<file path="config.mk">
export PLATFORM = sky130hd
export DESIGN_NAME = ysyx_24120013_seq_ctrl
export DESIGN_NICKNAME = d
export VERILOG_FILES = /design/src/rtl/ysyx_24120013_ctrl_pkg.sv /design/src/rtl/ysyx_24120013_fetch_timer.sv /design/src/rtl/ysyx_24120013_seq_ctrl.sv
export SDC_FILE = /design/constraint.sdc
export NUM_CORES = 1
export LEC_CHECK = 0
export ABC_CLOCK_PERIOD_IN_PS = 2000
export CORE_MARGIN = 10
export CORE_UTILIZATION = 32
export CTS_CLUSTER_SIZE = 30
export DETAILED_ROUTE_END_ITERATION = 16
export PLACE_DENSITY = 0.83
export SETUP_SLACK_MARGIN = 0.1
export SYNTH_ARGS = -nofsm -noshare
export SYNTH_HDL_FRONTEND = slang
export SYNTH_SLANG_ARGS = --single-unit
</file>
<file path="constraint.sdc">
create_clock -name clk -period 2 [get_ports clk]
set_input_delay 0.5 -clock clk [delete_from_list [all_inputs] [get_ports clk]]
set_output_delay 0.5 -clock clk [all_outputs]
set_load 0.02 [all_outputs]
</file>
<file path="src/rtl/ysyx_24120013_ctrl_pkg.sv">
// ---------------------------------------------------------------------------
// ysyx_24120013_ctrl_pkg
// Shared types and widths for the sequencing controller.
//   STATE_W : width of the FSM state encoding (exported on state_o)
//   XLEN    : instruction / address width
//   state_t : FSM states with fixed debug encodings
// ---------------------------------------------------------------------------
package ysyx_24120013_ctrl_pkg;

    localparam int STATE_W = 3;
    localparam int XLEN    = 32;

    typedef enum logic [STATE_W-1:0] {
        ST_RST   = 3'd0,
        ST_FETCH = 3'd1,
        ST_EXEC  = 3'd2,
        ST_HALT  = 3'd3,
        ST_FAULT = 3'd4
    } state_t;

endpackage

</file>
<file path="src/rtl/ysyx_24120013_fetch_timer.sv">
// ---------------------------------------------------------------------------
// ysyx_24120013_fetch_timer
// Counts consecutive no-response FETCH cycles and flags the one that must
// turn into a fault.
//   clk, rst : clock, asynchronous active-low reset
//   clear    : zero the count (held while the FSM is outside FETCH)
//   tick     : this is a FETCH cycle without rvalid/err
//   expired  : this tick is the TIMEOUT-th consecutive one
// TIMEOUT = 0 disables the timer (expired is constant 0).
// ---------------------------------------------------------------------------
module ysyx_24120013_fetch_timer #(
    parameter int TIMEOUT = 15
) (
    input  logic clk,
    input  logic rst,
    input  logic clear,
    input  logic tick,
    output logic expired
);

    generate
        if (TIMEOUT == 0) begin : g_off
            assign expired = 1'b0;
        end else begin : g_on
            // The count holds the number of earlier silent cycles, so it
            // only ever needs to reach TIMEOUT-1.
            localparam int CW = (TIMEOUT < 2) ? 1 : $clog2(TIMEOUT);
            localparam logic [CW-1:0] LAST = CW'(TIMEOUT - 1);

            logic [CW-1:0] wait_cnt;

            // NOTE: sequential state uses non-blocking assignments so every
            // flop samples pre-edge values regardless of block ordering.
            always_ff @(posedge clk or negedge rst) begin
                if (!rst) begin
                    wait_cnt <= '0;
                end else if (clear) begin
                    wait_cnt <= '0;
                end else if (tick && (wait_cnt != LAST)) begin
                    wait_cnt <= wait_cnt + 1'b1;
                end
            end

            // A response on the last allowed cycle wins because tick is
            // only raised when no response is present.
            assign expired = tick && (wait_cnt == LAST);
        end
    endgenerate

endmodule

</file>
<file path="src/rtl/ysyx_24120013_seq_ctrl.sv">
// ---------------------------------------------------------------------------
// ysyx_24120013_seq_ctrl
// Multi-cycle core sequencer: RST -> FETCH -> EXEC -> FETCH ..., with
// absorbing HALT (ebreak) and FAULT (bus error / fetch timeout) states.
//   clk, rst     : clock, asynchronous active-low reset
//   pc           : current PC, forwarded as imem_addr during FETCH
//   imem_*       : instruction fetch request/response (ignored outside FETCH)
//   inst_q       : instruction latched on a clean fetch response
//   rf_wen_in/out: register-file write enable, passed only in EXEC
//   pc_update    : one-cycle PC advance pulse at the end of EXEC
//   halt_req     : decoded halt; EXEC goes to HALT instead of advancing
//   halted/fault : sticky status, state_o : debug state encoding
//   instr_cnt    : retired instructions, stall_cnt : FETCH wait cycles
// Optional feature macro YSYX_24120013_PERF_CNT_EN enables the counters;
// without it both counters are tied to 0.
// ---------------------------------------------------------------------------
module ysyx_24120013_seq_ctrl
    import ysyx_24120013_ctrl_pkg::*;
#(
    parameter int IMEM_TIMEOUT = 15,
    parameter int CNT_WIDTH    = 32
) (
    input  logic                 clk,
    input  logic                 rst,
    input  logic [XLEN-1:0]      pc,
    output logic                 imem_req,
    output logic [XLEN-1:0]      imem_addr,
    input  logic                 imem_rvalid,
    input  logic [XLEN-1:0]      imem_rdata,
    input  logic                 imem_err,
    output logic [XLEN-1:0]      inst_q,
    input  logic                 rf_wen_in,
    output logic                 rf_wen_out,
    output logic                 pc_update,
    input  logic                 halt_req,
    output logic                 halted,
    output logic                 fault,
    output logic [STATE_W-1:0]   state_o,
    output logic [CNT_WIDTH-1:0] instr_cnt,
    output logic [CNT_WIDTH-1:0] stall_cnt
);

    state_t state, state_nxt;

    logic in_fetch;
    logic fetch_ok;
    logic wait_tick;
    logic timed_out;

    assign in_fetch  = (state == ST_FETCH);
    assign fetch_ok  = in_fetch && imem_rvalid && !imem_err;
    assign wait_tick = in_fetch && !imem_rvalid && !imem_err;

    // Clearing whenever we are outside FETCH guarantees a zero count on
    // every FETCH entry.
    ysyx_24120013_fetch_timer #(
        .TIMEOUT (IMEM_TIMEOUT)
    ) u_fetch_timer (
        .clk     (clk),
        .rst     (rst),
        .clear   (!in_fetch),
        .tick    (wait_tick),
        .expired (timed_out)
    );

    always_ff @(posedge clk or negedge rst) begin
        if (!rst) begin
            state <= ST_RST;
        end else begin
            state <= state_nxt;
        end
    end

    // All outputs decode from the state register, so an asynchronous reset
    // forces them low immediately without waiting for a clock edge.
    // NOTE: every always_comb output gets a default first; a path that
    // forgets to assign would otherwise infer a latch.
    always_comb begin
        state_nxt  = state;
        imem_req   = 1'b0;
        imem_addr  = '0;
        rf_wen_out = 1'b0;
        pc_update  = 1'b0;
        halted     = 1'b0;
        fault      = 1'b0;

        case (state)
            ST_RST: begin
                state_nxt = ST_FETCH;
            end
            ST_FETCH: begin
                imem_req  = 1'b1;
                imem_addr = pc;
                // Bus error outranks a simultaneous rvalid.
                if (imem_err) begin
                    state_nxt = ST_FAULT;
                end else if (imem_rvalid) begin
                    state_nxt = ST_EXEC;
                end else if (timed_out) begin
                    state_nxt = ST_FAULT;
                end
            end
            ST_EXEC: begin
                rf_wen_out = rf_wen_in;
                if (halt_req) begin
                    state_nxt = ST_HALT;
                end else begin
                    pc_update = 1'b1;
                    state_nxt = ST_FETCH;
                end
            end
            ST_HALT: begin
                halted = 1'b1;
            end
            ST_FAULT: begin
                fault = 1'b1;
            end
            default: begin
                // Unused encodings park in FAULT so corruption is visible.
                state_nxt = ST_FAULT;
            end
        endcase
    end

    always_ff @(posedge clk or negedge rst) begin
        if (!rst) begin
            inst_q <= '0;
        end else if (fetch_ok) begin
            inst_q <= imem_rdata;
        end
    end

    assign state_o = state;

`ifdef YSYX_24120013_PERF_CNT_EN
    logic [CNT_WIDTH-1:0] instr_cnt_q;
    logic [CNT_WIDTH-1:0] stall_cnt_q;

    // Both counters wrap naturally at 2^CNT_WIDTH.
    always_ff @(posedge clk or negedge rst) begin
        if (!rst) begin
            instr_cnt_q <= '0;
            stall_cnt_q <= '0;
        end else begin
            if ((state == ST_EXEC) && !halt_req) begin
                instr_cnt_q <= instr_cnt_q + 1'b1;
            end
            if (wait_tick) begin
                stall_cnt_q <= stall_cnt_q + 1'b1;
            end
        end
    end

    assign instr_cnt = instr_cnt_q;
    assign stall_cnt = stall_cnt_q;
`else
    assign instr_cnt = '0;
    assign stall_cnt = '0;
`endif

endmodule

</file>
==> impl_metrics.tcl <==
set metrics [dict create \
    critPathTopFamily "simple AND/OR/NAND/NOR gates" \
    ys_types 31 \
    num_vias 1886 \
    grt_pass1_wl_um 12400 \
    netlist_area_um2 2340 \
    critPathArrivalTime_ns 1.64 \
    row_count 31 \
    grt_overflow 0 \
    hold_buffers 0 \
    synth_cells 207 \
    p_sw_frac 0.346 \
    yosysWarnings 0 \
    clock_skew_ns 0.00969 \
    clk_latency_ns 0.29 \
    powerDensity_nw_per_um2 714 \
    start_util 0.326 \
    hold_class "in2async" \
    dp_hpwl_um 6410 \
    yosys_most_used_dff "dfrtp_1" \
    crit_type "reg2out" \
    drt-initial-drc-count 60 \
    setup_ws_ns -0.142 \
    tns_ns -2.37 \
    die_y_um 105 \
    required_ns 1.50 \
    clk_pin_slew_ns 0.08 \
    clkSinkCount 39 \
    top_layer "met4" \
    outcome "complete, but fails checks" \
    area_growth_pct 70.7 \
    layout_commonest_cell "clkdlybuf4s50_1" \
    crit_path_max_incr_delay_ns 0.49 \
    post-place-ws_ns -0.402 \
    antenna_found_initial 0 \
    viasPerCell 4.03 \
    p_seq_frac 0.376 \
    post_drt_wl_per_cell_um 17.3 \
    crit_path_end_kind "primary output" \
    netSwitchingPower_uw 987 \
    finalCritPeriodShare 1.07 \
    drcViolationCount 0 \
    fin_nets 440 \
    final_cell_mix "100 x clkdlybuf4s50_1, 64 x conb_1, 36 x dfrtp_1" \
    violations "setup timing" \
    grt_setup_unrepaired "true" \
    async_flop_share 1.00 \
    crit_chain "or3b_4 > clkinv_4 > buf_8 > and2_4 > buf_6" \
    wl_met1_um 2590 \
    clkPwrFrac 0.183 \
    total_power_uw 2850 \
    cap_viol_max_count 0 \
    cts_tree "done" \
    avgSynthCellArea_um2 11.3 \
    synth_edf_count 0 \
    ant_nets 0 \
    fmax_ghz 0.467 \
    root_buffer "clkbuf_8" \
    startpoint_type "register" \
    grt_max_degree 40 \
    drv_slew 0 \
    p_leak_uw 0.00191 \
    synth_seq_cells 39 \
    numCtsBuffers 5 \
    fp.coreArea_um2 7180 \
    hold_viol 0 \
    pin_count 206 \
    portBuffers 141 \
    crit_path_top_delay_cell "or3b_4" \
    fin_crit_ns 2.14 \
    crit_fanout 8 \
    drive_gt1_frac 0.369 \
    combPwrFrac 0.441 \
    grt_pass1_vias 2167 \
    die_w_um 105 \
    max-clock-path-buffers 2 \
    drt_pass1_iterations 4 \
    p_int_uw 1860 \
    yosysSeqAreaShare 0.418 \
    grt.total_usage 0.138 \
    diodes 0 \
    dieArea_um2 11100 \
    irDropWorstVdd_mv 0.577 \
    route.met2.wl_um 4320 \
    routabilityCongestion 0.782 \
    totalWireLength_um 8100 \
    setup_viol_count_final 33 \
    crit_buf_inv 3 \
    htreeDepth 2 \
    dr_wl_met3_um 1150 \
]
[through the flow]
stage          std cells   util  hold WS, ns  cell area [um^2]
2_1_floorplan        270      -        0.204              2670
3_5_place_dp         450  0.521        0.477              3740
4_1_cts              465  0.549        0.269              3940
6_report             468  0.556        0.252              3990
5_1_grt              468  0.556        0.274              3990
3_3_place_gp         450  0.521        0.467              3740
[flip-flops by register name (all words and copies together) (netlist names)]
| register | cells |
|---|---|
| inst_q | 32 |
| state_o | 3 |
| u_fetch_timer.g_on.wait_cnt | 4 |
[path summary, 6_finish.rpt]
path | startpoint | to | slack (ns) | cells past startpoint
setup / recovery | state_o[1]$_DFFE_PN0P_ | imem_addr[1] | -0.14 | 5
hold / removal | rst | inst_q[10]$_DFFE_PN0P_ | 0.25 | 2
setup reg to reg | state_o[1]$_DFFE_PN0P_ | inst_q[30]$_DFFE_PN0P_ | 0.10 | 5
hold reg to reg | inst_q[12]$_DFFE_PN0P_ | inst_q[12]$_DFFE_PN0P_ | 0.49 | 1
max in group asynchronous | rst | state_o[0]$_DFFE_PN0P_ | 1.37 | 2
min in group clk | inst_q[12]$_DFFE_PN0P_ | inst_q[12]$_DFFE_PN0P_ | 0.49 | 1
[layout make-up]
class,instances,area (um^2)
well taps,99,124
clock buffers,6,72.6
repair inverters,3,21.3
repair buffers,159,1620
clock inverters,2,12.5
fillers,641,3190
multi-input cells,156,1140
flip-flops and latches,39,980
inverters,4,22.5
[metal layers]
metal,global-route usage,up-vias
li1,-,871
met4,0.0314,0
met5,0,-
met2,0.251,119
met1,0.128,891
met3,0.0859,5
[what timing repair did]
item,in CTS,in global routing
cloned,3,1
resized for setup,234,9
pin swaps,21,2
endpoints found under the setup margin,39,58
setup buffers,4,2
hold endpoints to repair,0,0
[logic make-up after synthesis]
logic type / share of synthesized area
adder cells (fa/ha/maj): 0.0107
XOR/XNOR: 0.00375
AO/OA/AOI/OAI: 0.0246
multiplexers: 0.170
other: 0.00160
AND/OR/NAND/NOR: 0.133
flip-flops: 0.418
buffers and inverters: 0.238
[synth_stat cells (2+ instances only)]
| cell | n | area share |
|---|---|---|
| and2_1 | 32 | 0.086 |
| mux2_2 | 20 | 0.096 |
| mux2_1 | 2 | 0.0096 |
| ha_1 | 2 | 0.011 |
| buf_6 | 3 | 0.014 |
| buf_4 | 64 | 0.21 |
| clkbuf_1 | 2 | 0.0032 |
| nor2_1 | 5 | 0.0080 |
| mux2_4 | 10 | 0.064 |
| dfrtp_1 | 39 | 0.42 |
| nor3b_1 | 3 | 0.0096 |
| inv_1 | 4 | 0.0064 |
| nand3_1 | 2 | 0.0043 |
| nand2b_1 | 2 | 0.0054 |
[power groups by stage]
stage	Sequential (uW)	Combinational (uW)	Clock, uW
finish	1070	1260	522
floorplan	1310	456	0
detailed placement	1090	1240	0
global placement	1070	1220	0
CTS	1070	1260	537
global route	1100	1330	578
[worst reg2reg max path, delay by kind of cell (launching register included)]
kind                   cells  cell delay (ns)
buffers and inverters      2             0.40
DFF                        1             0.40
muxes                      1             0.33
and+or+nand+nor            2             0.66
Note: power is estimated with default switching activity, not from simulation.
==> patch 1, RTL diff (config.mk and constraints unchanged) <==
Add a define of `YSYX_24120013_PERF_CNT_EN`.
--- a/src/rtl/ysyx_24120013_seq_ctrl.sv
+++ b/src/rtl/ysyx_24120013_seq_ctrl.sv
@@ -15,4 +15,6 @@
 // without it both counters are tied to 0.
 // ---------------------------------------------------------------------------
+`define YSYX_24120013_PERF_CNT_EN
+
 module ysyx_24120013_seq_ctrl
     import ysyx_24120013_ctrl_pkg::*;
Check against the original RTL: not equivalent (a bounded check fails within 4 cycles, from zero or initial values and one cycle with rst low).
==> patch 1 against the original RTL <==
The run still ends with negative setup slack left; largest cell class unchanged; final area grew 100%; highest routed layer unchanged; register-to-register slack lost 0.25 ns; utilization rose by 0.88 points; synthesized area increased by 100%; global-route usage grew 1.2 points; sequential cell count grew 64; power is 110% higher; routed wire length is 94% higher; worst setup slack got worse by 0.034 ns; first-iteration DRC count increased to 3.2 times the old value.
==> patch 1: results (changes against the original RTL) <==
| Metric | Value |
|---|---|
| Status | finished with violations |
| Failing checks | negative setup slack |
| Final nets | 734 (+67%) |
| FF-to-FF Start | state_o[0] |
| Worst Path Max Fanout | 4 (-4) |
| Dpl cell area | 0.00722 mm2 (+93%) |
| GP Congestion | 0.797 (+1.9%) |
| Initial antenna violation count | 0 (unchanged) |
| Synth Area in Adders | 1.07% (-0.0043 points) |
| Mux cell area share after synthesis | 7.92% (-9.1 points) |
| CTS Buf Count | 9 (+4) |
| Slowest cell on the critical path | or4b_4 |
| Synth warn | 0 (unchanged) |
| Post-detailed-placement half-perimeter wirelength | 11.5 mm (+80%) |
| First-pass detailed-route iteration total | 4 (unchanged) |
| R2R setup slack | -0.15 ns (-0.25 ns) |
| Net count of the mapped netlist | 477 |
| DRT Wirelength | 15.7 mm (+94%) |
| Fin cells | 849 (+81%) |
| Area contributors post-synth | dfrtp_1 (55%), mux2_2 (7.9%), xnor2_1 (7.5%) |
| Static leakage | 0.00410 uW (+110%) |
| Cell count after synthesis | 403 (+95%) |
| Worst-Margin Slew | 0.546 ns |
| Clock Latency Late Sink | 0.35 ns (+0.06 ns) |
| Final Setup Violations | 49 (+48%) |
| Pin count of the biggest net entering global routing | 43 (+7.5%) |
| Post-route clock skew | 0.0104 ns (+0.000684 ns) |
| Xor and xnor area share after synthesis | 11.8% (+11 points) |
| CP Data Required Time | 1.50 ns (about the same) |
| Hold crit path type | in2async |
| Number of port buffers | 205 (+45%) |
| Layout cells sized above 1 | 33.4% (-3.5 points) |
| R2R depth | 8 (+3) |
| Total number of vias | 4216 (+120%) |
| Clk buf depth | 2 (unchanged) |
| Asr flop ratio synth | 100% (unchanged) |
| Htree depth | 3 (+1) |
| Placed Instances | 812 (+80%) |
| Root buffer cell | clkbuf_16 |
| Synth cell count leaders | dfrtp_1 (103), xnor2_1 (40), and2_1 (37) |
| Final setup TNS | -3.68 ns (-1.30 ns) |
| Cell variety after synth | 32 (+3.2%) |
| Clock transition at the registers of the reported paths | 0.07 ns |
| Synth Area in Compound Gates | 0.960% (-1.5 points) |
| CP delay by family, top | simple AND/OR/NAND/NOR gates |
| 1st-iter DRT viols | 193 (+220%) |
| First-pass GRT wire length | 24.2 mm (+95%) |
| Worst VDD drop | 0.000504 V (-13%) |
| Worst setup margin | -0.176 ns (-0.0343 ns) |
| GRT Util Overall | 15.1% (+1.2 points) |
| Worst flop-to-flop path endpoint | instr_cnt[21] |
| Seq/Total Area, Yosys | 54.9% (+13 points) |
| Vias in the first global route | 4502 (+110%) |
| Pre-CTS setup slack | -0.434 ns (-0.0320 ns) |
| Ant diodes | 0 (unchanged) |
| Worst path max stage delay | 0.52 ns (+0.03 ns) |
| Crit path DAT | 1.68 ns (+0.04 ns) |
## patch 1: changes by cell type in the layout (fill, tap and decap cells not counted), moves of 13 or more
cell	delta
conb_1	-64
dfrtp_1	+62
dlygate4sd2_1	+52
xnor2_1	+38
nand4_1	+29
xor2_1	+22
nand2_1	+21
buf_6	+18
nand3_1	+17
buf_4	+15
mux2_2	+13
## patch 1: metal layers
metal | vias to the layer above | share of wire [%] | routed length, um | GRT usage (%)
met3 | 20 | 9.6 | 1500 | 6.21
met2 | 170 | 53 | 8330 | 26.1
li1 | 1937 | - | - | -
met4 | 0 | 2.1 | 334 | 6.36
met1 | 2089 | 35 | 5540 | 15.7
met5 | - | 0 | 0 | 0
## patch 1: worst max-delay path by stage
stage,startpoint,end,slack (ns),depth (start not counted)
after floorplan,state_o[1],imem_addr[25],0.07,6
after global placement,rf_wen_in,rf_wen_out,-0.45,3
after detailed placement,rf_wen_in,rf_wen_out,-0.43,3
after CTS,state_o[2],pc_update,-0.21,5
final,state_o[0],pc_update,-0.18,5
after global routing,state_o[0],pc_update,-0.21,5
## patch 1: logic make-up after synthesis
family,count (synthesis)
buf+inv,21
flops,103
mux,33
simple gates,171
xor+xnor,63
compound gates,8
fa+ha+maj,4
## patch 1: metrics by stage
| step | hold WS, ns | power, uW | util [%] |
|---|---|---|---|
| 2_1_floorplan | 0.204 | 3260 | - |
| 3_3_place_gp | 0.464 | 4220 | 49.9 |
| 3_5_place_dp | 0.472 | 4280 | 49.9 |
| 4_1_cts | 0.141 | 5910 | 53.9 |
| 5_1_grt | 0.165 | 6170 | 56.5 |
| 6_report | 0.136 | 5910 | 56.5 |
## patch 1: timing repair
action	in CTS	in global routing
cloned	3	3
setup buffers	10	6
pin swaps	12	43
resized for setup	324	75
hold endpoints to repair	0	0
setup endpoints to repair	134	103
## patch 1: layout make-up
type,count,area (um2)
repair buffers,257,2590
well taps,184,230
inverters,10,47.5
fillers,1142,6300
multi-input cells,279,2460
flip-flops and latches,103,2580
clock inverters,5,33.8
clock buffers,11,233
## patch 1: report_power, final
group / total [uW] / internal, uW / switching, uW / leakage [uW]
logic: 1750 / 940 / 812 / 0.00260
clock network: 1610 / 845 / 768 / 0.000126
registers: 2540 / 2370 / 169 / 0.00137
==> patch 2, RTL diff (same settings) <==
Without the edit above. Register the output `fault`, cleared by the reset; this adds one clock of latency there. The other outputs are not delayed to match.
--- a/src/rtl/ysyx_24120013_seq_ctrl.sv
+++ b/src/rtl/ysyx_24120013_seq_ctrl.sv
@@ -40,4 +40,6 @@
     output logic [CNT_WIDTH-1:0] stall_cnt
 );
+
+    logic fault_d;
 
     state_t state, state_nxt;
@@ -83,5 +85,5 @@
         pc_update  = 1'b0;
         halted     = 1'b0;
-        fault      = 1'b0;
+        fault_d    = 1'b0;
 
         case (state)
@@ -114,5 +116,5 @@
             end
             ST_FAULT: begin
-                fault = 1'b1;
+                fault_d = 1'b1;
             end
             default: begin
@@ -159,4 +161,12 @@
 `endif
 
+    always_ff @(posedge clk or negedge rst) begin
+        if (!rst) begin
+            fault <= '0;
+        end else begin
+            fault <= fault_d;
+        end
+    end
+
 endmodule
 
Formal check against the unedited RTL: not equivalent (Yosys sat finds a counterexample within 4 cycles, from zero or initial values and one cycle with rst low).
==> patch 2 against the original RTL <==
The run still ends with negative setup slack left; utilization grew 2.1 points; sequential cell count up 1; critical path type unchanged; first-iteration DRC count shrank 17%; sequential share of layout area increased by 0.64 points; synthesized area is 0.86% lower; final area hardly changed; clock power increased by 4.0%; worst setup slack better by 0.058 ns; count of clock-buffer cells in the layout did not move; critical path depth unchanged; power up 27%; routed wire length is 1.8% lower; sequential power increased by 18%; synthesized cell count rose by 0.48%.
==> patch 2: results (changes against the original RTL) <==
| Metric | Value |
|---|---|
| Status | finished with violations |
| Failing checks | negative setup slack |
| Synth Area in Adders | 1.08% (+0.0092 points) |
| GRT Util Overall | 13.2% (-0.58 points) |
| WHS | 0.143 ns (-0.109 ns) |
| End of the critical path | imem_addr[19] |
| R2R setup slack | -0.05 ns (-0.15 ns) |
| Total number of vias | 1869 (-0.90%) |
| Layout cells sized above 1 | 36.2% (-0.62 points) |
| Mux cell area share after synthesis | 15.6% (-1.5 points) |
| Placed Instances | 449 (-0.22%) |
| Worst path max stage delay | 0.41 ns (-0.08 ns) |
| Final Setup Violations | 54 (+64%) |
| Pin count of the biggest net entering global routing | 23 (-43%) |
| Worst VDD drop | 0.000651 V (+13%) |
| Worst flop-to-flop path endpoint | inst_q[15] |
| Htree depth | 2 (unchanged) |
| DRT Wirelength | 7.95 mm (-1.8%) |
| Static leakage | 0.00187 uW (-2.2%) |
| Xor and xnor area share after synthesis | 0.378% (+0.0032 points) |
| DR WL/cell | 17.2 um (-0.78%) |
| Worst setup margin | -0.0845 ns (+0.0577 ns) |
| GP Congestion | 0.715 (-8.5%) |
| Vias in the first global route | 2107 (-2.8%) |
| Crit path DAT | 1.58 ns (-0.06 ns) |
| FF-to-FF Start | state_o[2] |
| Synth Area in Compound Gates | 3.56% (+1.1 points) |
| Seq/Total Area, Yosys | 43.2% (+1.4 points) |
| Slowest cell on the critical path | dfrtp_2 |
| Final setup TNS | -3.17 ns (-0.794 ns) |
| Cell variety after synth | 29 (-6.5%) |
| Synth cell count leaders | buf_4 (64), dfrtp_1 (40), and2_1 (32) |
| CTS resizes | 223 (-4.7%) |
| Pre-CTS setup slack | -0.341 ns (+0.0609 ns) |
| First-pass detailed-route iteration total | 3 (-1) |
| Worst setup startpoint | state_o[2] |
| Postcts setup bufs | 3 (-1) |
| Post-detailed-placement half-perimeter wirelength | 6.53 mm (+1.9%) |
| Final nets | 438 (-0.45%) |
| R2R depth | 6 (+1) |
| 1st-iter DRT viols | 50 (-17%) |
## patch 2: cell count changes in the layout (fill, tap and decap cells not counted), sizes merged, moves of 2 or more
| cell | unedited run | this run |
|---|---|---|
| buf | 55 | 53 |
| bufbuf | 0 | 2 |
| inv | 6 | 2 |
| o21bai | 0 | 2 |
## patch 2: layout make-up
type / count / area, um2
Clock buffer: 6 / 82.6
Timing Repair Buffer: 159 / 1670
Tap cell: 96 / 120
Multi-Input combinational cell: 157 / 1080
Fill cell: 559 / 2920
Inverter: 3 / 16.3
Clock inverter: 2 / 10.0
Sequential cell: 40 / 1000
## patch 2: where the power goes
group / switching [uW] / internal (uW) / leakage, uW
combinational: 879 / 946 / 0.00132
sequential: 150 / 1110 / 0.000506
clock: 268 / 275 / 0.0000510
total: 1300 / 2330 / 0.00187
## patch 2: per-layer routing
metal  vias up  part of all wire [%]  global-route usage [%]
met2       128                    53                    24.7
li1        867                     -                       -
met1       870                    34                    12.2
met3         4                    13                    7.68
met4         0                  0.57                    2.55
met5         -                     0                       0
